## src/rtl/id_stage_pipe.sv

```systemverilog
// Instruction-decode stage: field extraction, register read with write-back bypass,
// load-use hazard stall, flush, sticky halt and an ID/EX register with valid/ready handshake.
module id_stage_pipe #(
   parameter int unsigned XLEN   = 32,
   parameter int unsigned NREG   = 32,
   parameter int unsigned RA_W   = $clog2(NREG),
   parameter int unsigned CTRL_W = 8
) (
   input  logic              clk,
   input  logic              rst_b,
   input  logic              flush,
   input  logic              in_valid,
   output logic              in_ready,
   input  logic [31:0]       in_inst,
   input  logic [XLEN-1:0]   in_pc4,
   input  logic [CTRL_W-1:0] in_ctrl,
   input  logic              in_imm_unsigned,
   input  logic              wb_we,
   input  logic [RA_W-1:0]   wb_num,
   input  logic [XLEN-1:0]   wb_data,
   input  logic              halt_in,
   output logic              out_valid,
   input  logic              out_ready,
   output logic [XLEN-1:0]   out_rs_data,
   output logic [XLEN-1:0]   out_rt_data,
   output logic [XLEN-1:0]   out_imm,
   output logic [XLEN-1:0]   out_pc4,
   output logic [CTRL_W-1:0] out_ctrl,
   output logic [RA_W-1:0]   out_dst,
   output logic [RA_W-1:0]   out_rs_num,
   output logic [RA_W-1:0]   out_rt_num,
   output logic [4:0]        out_shamt,
   output logic [5:0]        out_funct,
   output logic              halted
);

   logic [XLEN-1:0]   rf_q [NREG];
   logic              valid_q, valid_d;
   logic              halted_q;
   logic [XLEN-1:0]   rs_data_q, rt_data_q, imm_q, pc4_q;
   logic [CTRL_W-1:0] ctrl_q;
   logic [RA_W-1:0]   dst_q, rs_num_q, rt_num_q;
   logic [4:0]        shamt_q;
   logic [5:0]        funct_q;

   logic [RA_W-1:0]   rs_idx, rt_idx, rd_idx, dst_idx;
   logic [XLEN-1:0]   rs_data, rt_data, imm;
   logic              hazard, adv, xfer, wb_hit_ok;
   logic              unused_opcode;

   assign unused_opcode = ^in_inst[31:26];

   assign rs_idx = RA_W'(in_inst[25:21]);
   assign rt_idx = RA_W'(in_inst[20:16]);
   assign rd_idx = RA_W'(in_inst[15:11]);

   always_comb begin
      dst_idx = '0;
      unique case (in_ctrl[3:2])
         2'b00:   dst_idx = rt_idx;
         2'b01:   dst_idx = rd_idx;
         2'b10:   dst_idx = RA_W'(NREG - 1);
         default: dst_idx = '0;
      endcase
   end

   // Write-first bypass: a same-cycle write-back overrides the stored value.
   assign wb_hit_ok = wb_we && (wb_num != '0);
   assign rs_data = (rs_idx == '0) ? '0 :
                    (wb_hit_ok && (wb_num == rs_idx)) ? wb_data : rf_q[rs_idx];
   assign rt_data = (rt_idx == '0) ? '0 :
                    (wb_hit_ok && (wb_num == rt_idx)) ? wb_data : rf_q[rt_idx];

   assign imm = in_imm_unsigned ? {{(XLEN-16){1'b0}}, in_inst[15:0]}
                                : {{(XLEN-16){in_inst[15]}}, in_inst[15:0]};

   // Load in ID/EX whose destination feeds this instruction: stall one cycle.
   assign hazard = valid_q & ctrl_q[1] & (dst_q != '0) &
                   ((dst_q == rs_idx) | (dst_q == rt_idx));
   assign adv      = ~valid_q | out_ready;
   assign in_ready = ~rst_b & ~flush & ~halted_q & ~hazard & adv;
   assign xfer     = in_valid & in_ready;

   always_comb begin
      valid_d = valid_q;
      if (flush) begin
         valid_d = 1'b0;
      end else if (adv) begin
         valid_d = xfer;
      end
   end

   always_ff @(posedge clk) begin
      if (rst_b) begin
         for (int unsigned i = 0; i < NREG; i++) begin
            rf_q[i] <= '0;
         end
      end else if (wb_hit_ok && !halted_q) begin
         rf_q[wb_num] <= wb_data;
      end
   end

   always_ff @(posedge clk) begin
      if (rst_b) begin
         valid_q   <= 1'b0;
         halted_q  <= 1'b0;
         rs_data_q <= '0;
         rt_data_q <= '0;
         imm_q     <= '0;
         pc4_q     <= '0;
         ctrl_q    <= '0;
         dst_q     <= '0;
         rs_num_q  <= '0;
         rt_num_q  <= '0;
         shamt_q   <= '0;
         funct_q   <= '0;
      end else begin
         valid_q  <= valid_d;
         halted_q <= halted_q | halt_in;
         if (xfer) begin
            rs_data_q <= rs_data;
            rt_data_q <= rt_data;
            imm_q     <= imm;
            pc4_q     <= in_pc4;
            ctrl_q    <= in_ctrl;
            dst_q     <= dst_idx;
            rs_num_q  <= rs_idx;
            rt_num_q  <= rt_idx;
            shamt_q   <= in_inst[10:6];
            funct_q   <= in_inst[5:0];
         end
      end
   end

   assign out_valid   = valid_q;
   assign out_rs_data = rs_data_q;
   assign out_rt_data = rt_data_q;
   assign out_imm     = imm_q;
   assign out_pc4     = pc4_q;
   assign out_ctrl    = ctrl_q;
   assign out_dst     = dst_q;
   assign out_rs_num  = rs_num_q;
   assign out_rt_num  = rt_num_q;
   assign out_shamt   = shamt_q;
   assign out_funct   = funct_q;
   assign halted      = halted_q;

endmodule

```

## config.mk

```make
export PLATFORM = sky130hd
export DESIGN_NAME = id_stage_pipe
export DESIGN_NICKNAME = d
export VERILOG_FILES = /design/src/rtl/id_stage_pipe.sv
export SDC_FILE = /design/constraint.sdc
export NUM_CORES = 2
export LEC_CHECK = 0
export BUFFER_PORTS_ARGS = -buffer_cell sky130_fd_sc_hd__buf_2
export CAP_MARGIN = 15
export CORE_MARGIN = 5
export CORE_UTILIZATION = 60
export CTS_CLUSTER_SIZE = 12
export DETAILED_ROUTE_END_ITERATION = 12
export PLACE_DENSITY_LB_ADDON = 0.1
export SLEW_MARGIN = 20
export SYNTH_ARGS = -nofsm -noshare
export SYNTH_HDL_FRONTEND = slang
export SYNTH_SLANG_ARGS = --single-unit
```

## constraint.sdc

```tcl
create_clock -name clk -period 3.8 [get_ports clk]
set_input_delay 0.76 -clock clk [delete_from_list [all_inputs] [get_ports clk]]
set_output_delay 0.76 -clock clk [all_outputs]
set_load 0.05 [all_outputs]
```

## Word level (Yosys, flattened, before mapping)

Memories as Yosys holds them, arrays and structs flattened.
Cells that the tools add are included.

| word-level totals | value |
|---|---|
| register bits | 164 |
| latch bits | 0 |
| memory bits (writable) | 1024 |
| memory bits (read-only) | 0 |
| input port bits | 117 |
| output and inout bits | 165 |
| word-level logic and storage cells | 61 |
| memories | 1 |

Memory list:

| name | words | bits a word | rd ports | clocked after memory_dff | wr ports | line | source |
|---|---|---|---|---|---|---|---|
| rf_q | 32 | 32 | 2 | 0 | 32 | 37 | `logic [XLEN-1:0] rf_q [NREG];` |

| cells by class | value |
|---|---|
| $add $sub $neg | 0 |
| multipliers | 0 |
| divide/modulo/power cells | 0 |
| $lt $le $gt $ge | 0 |
| eq/ne operators | 6 |
| shifts and indexed selects | 0 |
| muxes and demuxes | 14 |
| bitwise operators | 16 |
| reductions and logical operators | 12 |

Operators by type and width:

| cell | count |
|---|---|
| $mux W32 | 6 |
| $reduce_or A32 Y1 | 1 |
| $eq A5 B5 Y1 | 4 |
| $pmux W5 S3 | 1 |
| $logic_not A5 Y1 | 2 |
| $reduce_bool A5 Y1 | 2 |
| $and A1 B1 Y1 | 8 |
| $mux W1 | 6 |
| $mux W5 | 1 |
| $not A1 Y1 | 5 |
| $logic_and A1 B1 Y1 | 4 |
| $or A1 B1 Y1 | 3 |
| $eq A2 B1 Y1 const B | 1 |
| $eq A2 B2 Y1 const B | 1 |
| $logic_not A2 Y1 | 1 |
| $reduce_or A2 Y1 | 1 |
| $logic_not A1 Y1 | 1 |

## Depth between registers and ports, before layout

| logic depth | value |
|---|---|
| depth in word-level cells | 8 |
| gate-level depth with buffers | 10 |
| gate-level depth less buffers | 6 |

## Worst setup path after synthesis

OpenSTA, ideal clock, no wires.

| timing path | value |
|---|---|
| path type | in2reg |
| start point | input port in_inst[21] |
| end point | register rs_data_q[13], in the netlist out_rs_data[13] |
| setup time | 122 ps |
| arrival | 2928 ps |
| required time | 3678 ps |
| setup slack | 751 ps |
| cell stages on the path | 6 |
| path buffers | 2 |
| cell sequence | buf_6 buf_1 mux4_2 mux4_2 mux2_2 a221o_1 |

| between the ends | value |
|---|---|
| word-level cells in the longest chain between the ends | 7 |
| elaborated cells on any way between the ends | 13 |
| classes of those cells | eq/ne (2); mux (2); bitwise (6); reduce/logical (2); memory (1) |

Ends and longest elaborated chain:

| what | line | source |
|---|---|---|
| from (decl) | 14 | `input logic [31:0] in_inst,` |
| parallel branches: the longest is 7 deep, another holds $mem_v2 Z32 W32 | n/a |  |
| to (signal assigned) | 121 | `rs_data_q <= rs_data;` |
| to (decl) | 40 | `logic [XLEN-1:0] rs_data_q, rt_data_q, imm_q, pc4_q;` |

Several ways; the timed one is not identified.
A chain may end at the register's enable or synchronous reset.

## Worst setup path after layout

| timing path | value |
|---|---|
| start point | register dst_q[4], in the netlist out_dst[4] |
| end point | output port in_ready |

| between the ends | value |
|---|---|
| word-level cells in the longest chain between the ends | 6 |
| elaborated cells on any way between the ends | 9 |
| classes of those cells | eq/ne (2); bitwise (6); reduce/logical (1) |

Ends and longest elaborated chain:

| what | line | source |
|---|---|---|
| from (decl) | 42 | `logic [RA_W-1:0] dst_q, rs_num_q, rt_num_q;` |
| from (signal assigned) | 126 | `dst_q <= dst_idx;` |
| $eq A5 B5 Y1 or $reduce_bool A5 Y1 (tied branches) | 79, 78 |  |
| $or A1 B1 Y1 or $and A1 B1 Y1 (tied branches) | 79, 78 |  |
| $and A1 B1 Y1 * | 78 | `assign hazard = valid_q & ctrl_q[1] & (dst_q != '0) &` |
| $not A1 Y1 * | 81 | `assign in_ready = ~rst_b & ~flush & ~halted_q & ~hazard & adv;` |
| $and A1 B1 Y1 * (2 in a row) | 81 |  |
| to (decl) | 13 | `output logic in_ready,` |

Mark *: on every way between the ends. The rest lies on a longest branch, timed or not.

==> summary.txt <==
Global routing
  • First-pass GRT wire length: 274000 um
  • Global Route Usage Sum: 36.0%
  • Pin count of the biggest net entering global routing: 83
  • Vias in the first global route: 38800
  • GR Overflow Total: 0
  • Initial antenna violation count: 21

Timing
  • Setup WS post-layout: 0.222 ns
  • Least-Margin Pin Slew: approximately 1.2 ns
  • Fin Setup TNS: 0 ns
  • Max-slew headroom: between 10% and 20%
  • Final-report setup violation count: 0
  • RSZ-0062 raised after global routing: no
  • Period Utilization, post-route: a little over nine tenths
  • Final Hold Fails: 0
  • Worst Skew: 0.0237 ns
  • Minimum clock period: roughly 3.6 ns
  • Slew Viols, Final: 0
  • Fmax: 280 MHz

Power and ir drop
  • P_leak: 24.3 nW
  • Worst vdd ir: 353 uV
  • Pwr Density: 442 nW/um^2

Die
  • Num ports: 282
  • Core area: slightly below 100000 um^2
  • DIE HEIGHT: about 320 um
  • Cell Rows: 115
  • Die W: ~320 um
  • Initial Util: 60.5%
  • Die Area: about 110000 um^2

Logic synthesis
  • Cell count after synthesis: 3817
  • Post-synthesis cell type count: 54
  • Post-synth EDFFs: roughly 1000
  • Synthesized area per cell: 15.6 um^2
  • Ys async rst share: 0%
  • Mapped cell area: between 50000 and 60000 um^2
  • Synth warnings: 0
  • Synth Flop Type: edfxtp_1
  • FF+latch count, synth: 1162
  • Register area share after synthesis: between 50% and 60%

Clocking
  • CTS Buf Count: 120
  • Clock root buffer: clkbuf_16
  • CTS sink count: between 1000 and 1500
  • # H-tree levels: 3
  • Worst skew pair latency: 0.72 ns
  • Postcts setup bufs: 0
  • CTS resizes: 0
  • Hold_buf cts: 0
  • CTS tree: built
  • Clock-pin slew on the worst setup and hold paths: around 0.060 ns
  • Deepest clock path buffer count: 3

Status
  • Outcome: completed

Cells and area
  • Most frequent cells in the layout: edfxtp_1, and2_1, mux4_2
  • Layout cells sized above 1: 32.9%
  • Synth-to-layout area growth: 12.1%
  • Most common cell after layout, fill and taps aside: edfxtp_1
  • Final Cell Area: 66700 um^2
  • Finished Core Util: 67.8%
  • Final net count: 4098

Setup path
  • Reg2reg setup slack: between 0.7 and 0.8 ns
  • Slowest cell delay on critical path: 0.49 ns
  • Worst Setup Start Kind: flop
  • CP Max Fanout: 5
  • Worst path bufs/invs: 1
  • Crit end category: output pin
  • Worst-path cell with the longest stage delay: dfxtp_1
  • WS Path Type: reg -> out
  • Crit-path cells: xor2_1 > nor3_1 > a22oi_1 > or2_1 > and4b_1 > buf_2
  • Cell family with most CP delay: simple AND/OR/NAND/NOR gates
  • Worst EP required: 3.04 ns
  • Worst path arrival time: 2.82 ns

Placement
  • Dpl hpwl: roughly 110000 um
  • Port Buffer Count: 275
  • Routability Congestion: 0.917
  • Place WS: 0.335 ns
  • Placed Area: 62900 um^2

Hold path
  • Min-Delay Path Class: in -> reg

Run
  • Maxcap violations: 0

Route
  • Via Count: 38000
  • Routed Antenna Nets: 0
  • Initial DRT Pass Iterations: 5
  • Wirelength, routed: 191000 um
  • Initial DRC count: just over 6000
  • Routed len/inst: 35.5 um
  • Via density: a little over 7
  • Post-route DRC: 0
flip-flops by register name (all words and copies together) (netlist names):
name,flops
halted,1
out_ctrl,8
out_dst,5
out_funct,5
out_imm,12
out_pc4,32
out_rs_data,32
out_rs_num,5
out_rt_data,32
out_rt_num,5
out_valid,1
rf_q,1024
cells in the mapped netlist, types with 35 or more instances:
cell | n | area share [%]
a21oi_1 | 73 | 0.61
a221o_1 | 61 | 1.0
and2_1 | 1022 | 11
buf_2 | 59 | 0.50
clkbuf_1 | 322 | 2.0
dfxtp_1 | 138 | 4.6
edfxtp_1 | 1024 | 52
mux2_2 | 35 | 0.66
mux2i_1 | 41 | 0.69
mux4_2 | 628 | 24
nand2_1 | 147 | 0.93
nor2_1 | 42 | 0.26
nor3_1 | 37 | 0.31
tightest hold or removal path, stage by stage:
cell and delay [ns]:
buf_2 0.08, nor2_1 0.03, nor2_1 0.07
final timing paths:
kind	from	cells past startpoint	end
worst max-delay path	out_dst[4]	6	in_ready
worst max register to register	out_dst[4]	6	out_rs_data[16]
worst min-delay path	halt_in	3	halted
worst min register to register	out_rs_num[1]	2	out_rs_num[1]
layer usage:
metal | global-route usage [%] | vias up | part of all wire [%]
li1 | - | 15000 | -
met1 | 48.0 | 19500 | 34
met2 | 57.4 | 3012 | 48
met3 | 9.77 | 523 | 14
met4 | 14.1 | 4 | 4.5
met5 | 0 | - | 0.016
power breakdown:
group	internal, mW	leakage (nW)	switching [mW]	total [mW]
Combinational	1.43	10.9	1.94	3.37
Sequential	14.4	11.6	0.268	14.6
Clock	6.52	1.86	4.97	11.5
metrics by stage:
stage / hold slack, ns / std cells / power (mW)
final: 0.249 / 5379 / 29.5
after CTS: 0.215 / 5370 / 29.5
after floorplan: 0.675 / 3848 / 17.0
after detailed placement: 0.444 / 5146 / 18.2
after global placement: 0.441 / 5146 / 18.1
after global routing: 0.254 / 5374 / 30.3
final cells by class:
cell class,count,area (um^2)
Tap cell,1287,1610
Sequential cell,1162,33500
Clock buffer,180,3410
Inverter,5,18.8
Fill cell,6596,31700
Clock inverter,44,379
Timing Repair Buffer,442,3270
Multi-Input combinational cell,2250,24500
Antenna cell,9,22.5
kinds of logic after synthesis:
family,after synthesis,synth area share (%)
buffers and inverters,436,3.10
and+or+nand+nor,1324,13.1
other,1,0.00630
muxes,704,25.1
AOI/OAI and AO/OA,170,2.08
DFF,1162,56.3
xor gates and xnor gates,20,0.294
(Power assumes the default switching activity.)
